### src/rtl/dot_product_acc.sv
// dot_product_acc
//   Accumulates COUNT products from an external pipelined multiplier into one
//   dot-product result. Each accepted operand pair is tracked through a
//   LATENCY-deep valid delay line so that the matching product is added when
//   it emerges on prod. The finished result is held in DONE until the
//   consumer takes it.
//
//   Build option: define DOT_PRODUCT_ACC_SATURATE_EN to clamp the
//   accumulator to all-ones on overflow; by default it wraps modulo 2^ACC_W.
//   ovf is sticky per result in both builds.
//
// Parameters
//   WIDTH   operand width of the companion multiplier
//   COUNT   products per result (1..15)
//   LATENCY cycles from operand acceptance to a valid product (>= 1)
//   ACC_W   accumulator / result width
//
// Ports
//   clk        rising-edge clock
//   rst        synchronous active-high reset
//   in_valid   operand pair presented to the multiplier this cycle
//   in_ready   block accepts an operand pair this cycle
//   prod       multiplier output
//   acc_out    completed dot-product result
//   out_valid  acc_out holds a completed result
//   out_ready  consumer takes the result
//   ovf        current or held result overflowed ACC_W
//
// state | meaning
// ACCUM | issuing operand pairs and summing returning products
// DONE  | result complete and held until out_ready

module dot_product_acc #(
  parameter int WIDTH   = 4,
  parameter int COUNT   = 4,
  parameter int LATENCY = 2,
  parameter int ACC_W   = 2*WIDTH+2
) (
  input  logic               clk,
  input  logic               rst,
  input  logic               in_valid,
  output logic               in_ready,
  input  logic [2*WIDTH-1:0] prod,
  output logic [ACC_W-1:0]   acc_out,
  output logic               out_valid,
  input  logic               out_ready,
  output logic               ovf
);

  typedef enum logic {ACCUM, DONE} state_t;

  localparam logic [3:0] CNT_LIM  = 4'(COUNT);
  localparam logic [3:0] CNT_LAST = 4'(COUNT-1);

  state_t             state, state_nxt;
  logic [3:0]         issued, received;
  logic [LATENCY-1:0] vld;
  logic [ACC_W-1:0]   acc;
  logic               ovf_q;
  logic               accept, add, clear;
  logic [ACC_W:0]     sum;
  logic [ACC_W-1:0]   acc_sum;

  assign accept = in_valid & in_ready;
  // The oldest delay-line stage marks the cycle its product is on prod.
  assign add    = vld[LATENCY-1];

  // Extra top bit captures the carry out of ACC_W.
  assign sum = {1'b0, acc} + (ACC_W+1)'(prod);

`ifdef DOT_PRODUCT_ACC_SATURATE_EN
  assign acc_sum = sum[ACC_W] ? {ACC_W{1'b1}} : sum[ACC_W-1:0];
`else
  assign acc_sum = sum[ACC_W-1:0];
`endif

  always_comb begin
    state_nxt = state;
    in_ready  = 1'b0;
    out_valid = 1'b0;
    clear     = 1'b0;
    case (state)
      ACCUM: begin
        in_ready = (issued < CNT_LIM);
        if (add && (received == CNT_LAST))
          state_nxt = DONE;
      end
      DONE: begin
        out_valid = 1'b1;
        if (out_ready) begin
          clear     = 1'b1;
          state_nxt = ACCUM;
        end
      end
      default: state_nxt = ACCUM;
    endcase
  end

  always_ff @(posedge clk) begin
    if (rst) begin
      state    <= ACCUM;
      vld      <= '0;
      acc      <= '0;
      issued   <= '0;
      received <= '0;
      ovf_q    <= 1'b0;
    end else begin
      state <= state_nxt;
      // Written as a shift-in so a single-stage line (LATENCY=1) also works.
      vld   <= (vld << 1) | LATENCY'(accept);
      if (clear) begin
        acc      <= '0;
        issued   <= '0;
        received <= '0;
        ovf_q    <= 1'b0;
      end else begin
        if (accept)
          issued <= issued + 4'd1;
        if (add) begin
          acc      <= acc_sum;
          received <= received + 4'd1;
          if (sum[ACC_W])
            ovf_q <= 1'b1;
        end
      end
    end
  end

  assign acc_out = acc;
  assign ovf     = ovf_q;

endmodule

### config.mk
export PLATFORM = sky130hd
export DESIGN_NAME = dot_product_acc
export DESIGN_NICKNAME = d
export VERILOG_FILES = /design/src/rtl/dot_product_acc.sv
export SDC_FILE = /design/constraint.sdc
export NUM_CORES = 1
export LEC_CHECK = 0
export CAP_MARGIN = 10
export CELL_PAD_IN_SITES_DETAIL_PLACEMENT = 1
export CELL_PAD_IN_SITES_GLOBAL_PLACEMENT = 2
export CORE_ASPECT_RATIO = 0.5
export CORE_MARGIN = 10
export CORE_UTILIZATION = 32
export CTS_BUF_LIST = sky130_fd_sc_hd__clkbuf_16
export DETAILED_ROUTE_END_ITERATION = 8
export GPL_ROUTABILITY_DRIVEN = 0
export PLACE_DENSITY = 0.87
export SLEW_MARGIN = 40
export SYNTH_ARGS = -nofsm -noshare
export SYNTH_HDL_FRONTEND = slang
export SYNTH_SLANG_ARGS = --single-unit
### constraint.sdc
create_clock -name clk -period 3.4 [get_ports clk]
set_input_delay 0.34 -clock clk [delete_from_list [all_inputs] [get_ports clk]]
set_output_delay 0.34 -clock clk [all_outputs]
set_load 0.02 [all_outputs]
==> flow_metrics.py <==
metrics = {
    "outcome": {
        "status": "finished clean",
    },
    "setup_path": {
        "crit_buf_inv": 2,
        "path_max_fanout": 3,
        "crit_slowest_cell": "clkdlybuf4s50_1",
        "crit_family": "compound AO/OA/AOI/OAI gates",
        "cp-startpoint": "prod[0]",
        "startpoint_type": "input port",
        "cp_slowest_stage_delay_ns": 0.46,
        "cp.required_ns": 3.60,
        "crit_path_cell_trace": "clkdlybuf4s50_1 > ha_1 > inv_1 > fa_1 > nor2b_1 > o21ai_0 > a2111oi_0 > a311o_1",
        "cp.arrival_ns": 2.41,
        "critPathCaptureType": "register",
        "worstReg2RegStart": "acc_out[0]",
        "ff2ff_setup_slack_ns": 1.37,
        "critPathKind": "input port to register",
    },
    "synth": {
        "synth_nets": 162,
        "ys_seq_area_share_pct": 35.99,
        "synth_edf_count": 0,
        "synthCells": 139,
        "syn-cell-area_um2": 1224,
        "synthFlopType": "dfxtp_1",
        "synth_async_sr_flop_share_pct": 0,
        "synth.avg_cell_area_um2": 8.803,
        "ys_ff_latch": 22,
        "synth.distinct_cells": 41,
        "yosys_warnings": 0,
    },
    "die": {
        "ios": 25,
        "die_x_um": 107.5,
        "core-area_um2": 3547,
        "rows": 15,
        "start_util_pct": 34.50,
        "die_h_um": 63.73,
        "die_area_um2": 6847,
    },
    "route": {
        "antenna_left": 0,
        "vias_per_cell": 5.252,
        "routedWlPerCell_um": 15.34,
        "vias": 1124,
        "dr.pass1.iters": 4,
        "dr.first_iter.drc_count": 32,
        "drc": 0,
        "finalWirelength_mm": 3.283,
    },
    "finish": {
        "stdcell_area_um2": 1619,
        "diodes": 0,
        "areaGrowthSynthToFinish_pct": 32.31,
        "finalNonFillerCells": 214,
        "drive_gt1_share_pct": 4.908,
        "fin_nets": 187,
        "nFillCells": 405,
    },
    "placed_design": {
        "dp_hpwl_mm": 2.465,
        "placedCellCount": 210,
        "dpl_worst_slack_ns": 0.9226,
        "place_area_um2": 1514,
        "port_buffers": 24,
    },
    "clock_network": {
        "clkTransAtPathRegs_ns": 0.06,
        "post_cts_resized": 0,
        "cts_tree": "yes",
        "postCtsSetupRepairBufs": 0,
        "htreeDepth": 1,
        "clock_path_buffers": 2,
        "cts_root_buf": "clkbuf_16",
        "cts.sinks": 22,
        "postCtsHoldBufs": 0,
        "insertion_delay_ns": 0.26,
        "numCtsBuffers": 3,
    },
    "global_routing": {
        "grt_max_degree": 18,
        "grt_pass1_vias": 1148,
        "antenna_found_initial": 0,
        "grt_util_all_layers_pct": 9.575,
        "gr-total-overflow": 0,
        "grt_pass1_wl_mm": 5.478,
    },
    "power_and_ir_drop": {
        "irDropWorstVdd_mv": 0.1690,
        "power_leakage_uw": 0.0006232,
        "powerDensity_nw_per_um2": 439.0,
    },
    "sta": {
        "period_minus_slack_ns": 2.208,
        "setup_violations": 0,
        "finalSetupTns_ns": 0,
        "tightest_slew_ns": 0.6881,
        "fin_crit_sh_pct": 64.94,
        "fin_worst_skew_ns": 0.003824,
        "setup_ws_ns": 1.192,
        "grt_setup_unrepaired": "no",
        "hold_ws_ns": 0.4553,
        "slew_violations": 0,
        "slew_headroom_pct": 54.07,
        "fmax_mhz": 452.9,
        "hold_viol_final": 0,
    },
    "run": {
        "drv_cap": 0,
    },
    "worst_hold_path": {
        "hp-start": "vld[0]",
        "hold_path.class": "register to register",
    },
}
## path summary, 6_finish.rpt
check,end,cells after the start
hold reg to reg,vld[1],1
setup reg to reg,acc_out[4],7
setup / recovery,acc_out[4],8
hold / removal,vld[1],1
## kinds of logic (layout without fill, tap and decap cells)
| family | count (synthesis) | after routing | share of synthesized area, % |
|---|---|---|---|
| AOI/OAI and AO/OA | 36 | 36 | 21.17 |
| xor gates and xnor gates | 4 | 4 | 2.864 |
| adders and majority gates | 11 | 11 | 11.86 |
| buffers and inverters | 12 | 36 | 3.885 |
| DFF | 22 | 22 | 35.99 |
| muxes | 5 | 5 | 4.192 |
| and+or+nand+nor | 49 | 49 | 20.04 |
## cell usage after synthesis, types with 2 or more instances
cell | count | area, µm²
dfxtp_1 | 22 | 440.4
nor2_1 | 14 | 52.55
ha_1 | 10 | 125.1
a21oi_1 | 9 | 45.04
nand2_1 | 8 | 30.03
inv_1 | 6 | 22.52
nand3_1 | 6 | 30.03
nor3_1 | 6 | 30.03
mux2i_1 | 4 | 40.04
clkbuf_1 | 3 | 11.26
nor2b_1 | 3 | 18.77
o211ai_1 | 3 | 22.52
o21ai_0 | 3 | 15.01
xor2_1 | 3 | 26.28
a2111oi_0 | 2 | 17.52
a211oi_1 | 2 | 15.01
a21o_1 | 2 | 15.01
a311o_1 | 2 | 20.02
a311oi_1 | 2 | 17.52
a31o_1 | 2 | 17.52
and3_1 | 2 | 12.51
buf_2 | 2 | 10.01
nand4_1 | 2 | 12.51
o211a_1 | 2 | 20.02
o31ai_1 | 2 | 15.01
or4_1 | 2 | 15.01
## stage by stage
stage	total power (µW)	util, %
finish	710.7	45.64
global route	741.9	45.64
CTS	723.4	45.64
detailed placement	383.6	42.68
global placement	380.4	42.68
floorplan	341.8	-
## sequential cells by signal (all words and copies together) (netlist names)
name,count
vld,2
issued,4
acc_out,10
ovf,1
state,1
received,4
## layer usage
layer / GRT usage, % / wire length (µm)
met1: 11.35 / 1511
met5: 0 / 0
met2: 16.29 / 1593
met3: 3.144 / 148
met4: 2.483 / 29
## placed cells by master (no fill, tap or decap), types with 2 or more instances in the layout
master           netlist  layout
clkdlybuf4s50_1        0      24
dfxtp_1               22      22
nor2_1                14      14
ha_1                  10      10
a21oi_1                9       9
nand2_1                8       8
inv_1                  6       6
nor3_1                 6       6
nand3_1                6       6
mux2i_1                4       4
nor2b_1                3       3
o21ai_0                3       3
o211ai_1               3       3
xor2_1                 3       3
clkbuf_16              0       3
o211a_1                2       2
o31ai_1                2       2
a311oi_1               2       2
a21o_1                 2       2
or4_1                  2       2
nand4_1                2       2
a2111oi_0              2       2
and3_1                 2       2
a311o_1                2       2
a31o_1                 2       2
a211oi_1               2       2
## area by class of cell
class | instances | area (µm²) | area share, %
multi-input combinational | 105 | 735.7 | 45.44
clock buffer | 3 | 75.07 | 4.637
tap | 51 | 63.81 | 3.941
inverter | 7 | 26.28 | 1.623
sequential | 22 | 440.4 | 27.20
clock inverter | 1 | 30.03 | 1.855
timing repair buffer | 25 | 247.7 | 15.30
## worst register-to-register path, stage by stage, from the launching register on
cell and delay, ns:
dfxtp_1 0.36, ha_1 0.20, inv_1 0.06, fa_1 0.39
nor2b_1 0.23, o21ai_0 0.14, a2111oi_0 0.42, a311o_1 0.18
## report_power, final
| part | switching [µW] | internal (µW) |
|---|---|---|
| logic | 53.6 | 46.6 |
| clock network | 99.7 | 234 |
| registers | 9.37 | 268 |
No activity file was read; power rests on OpenSTA's default activity.
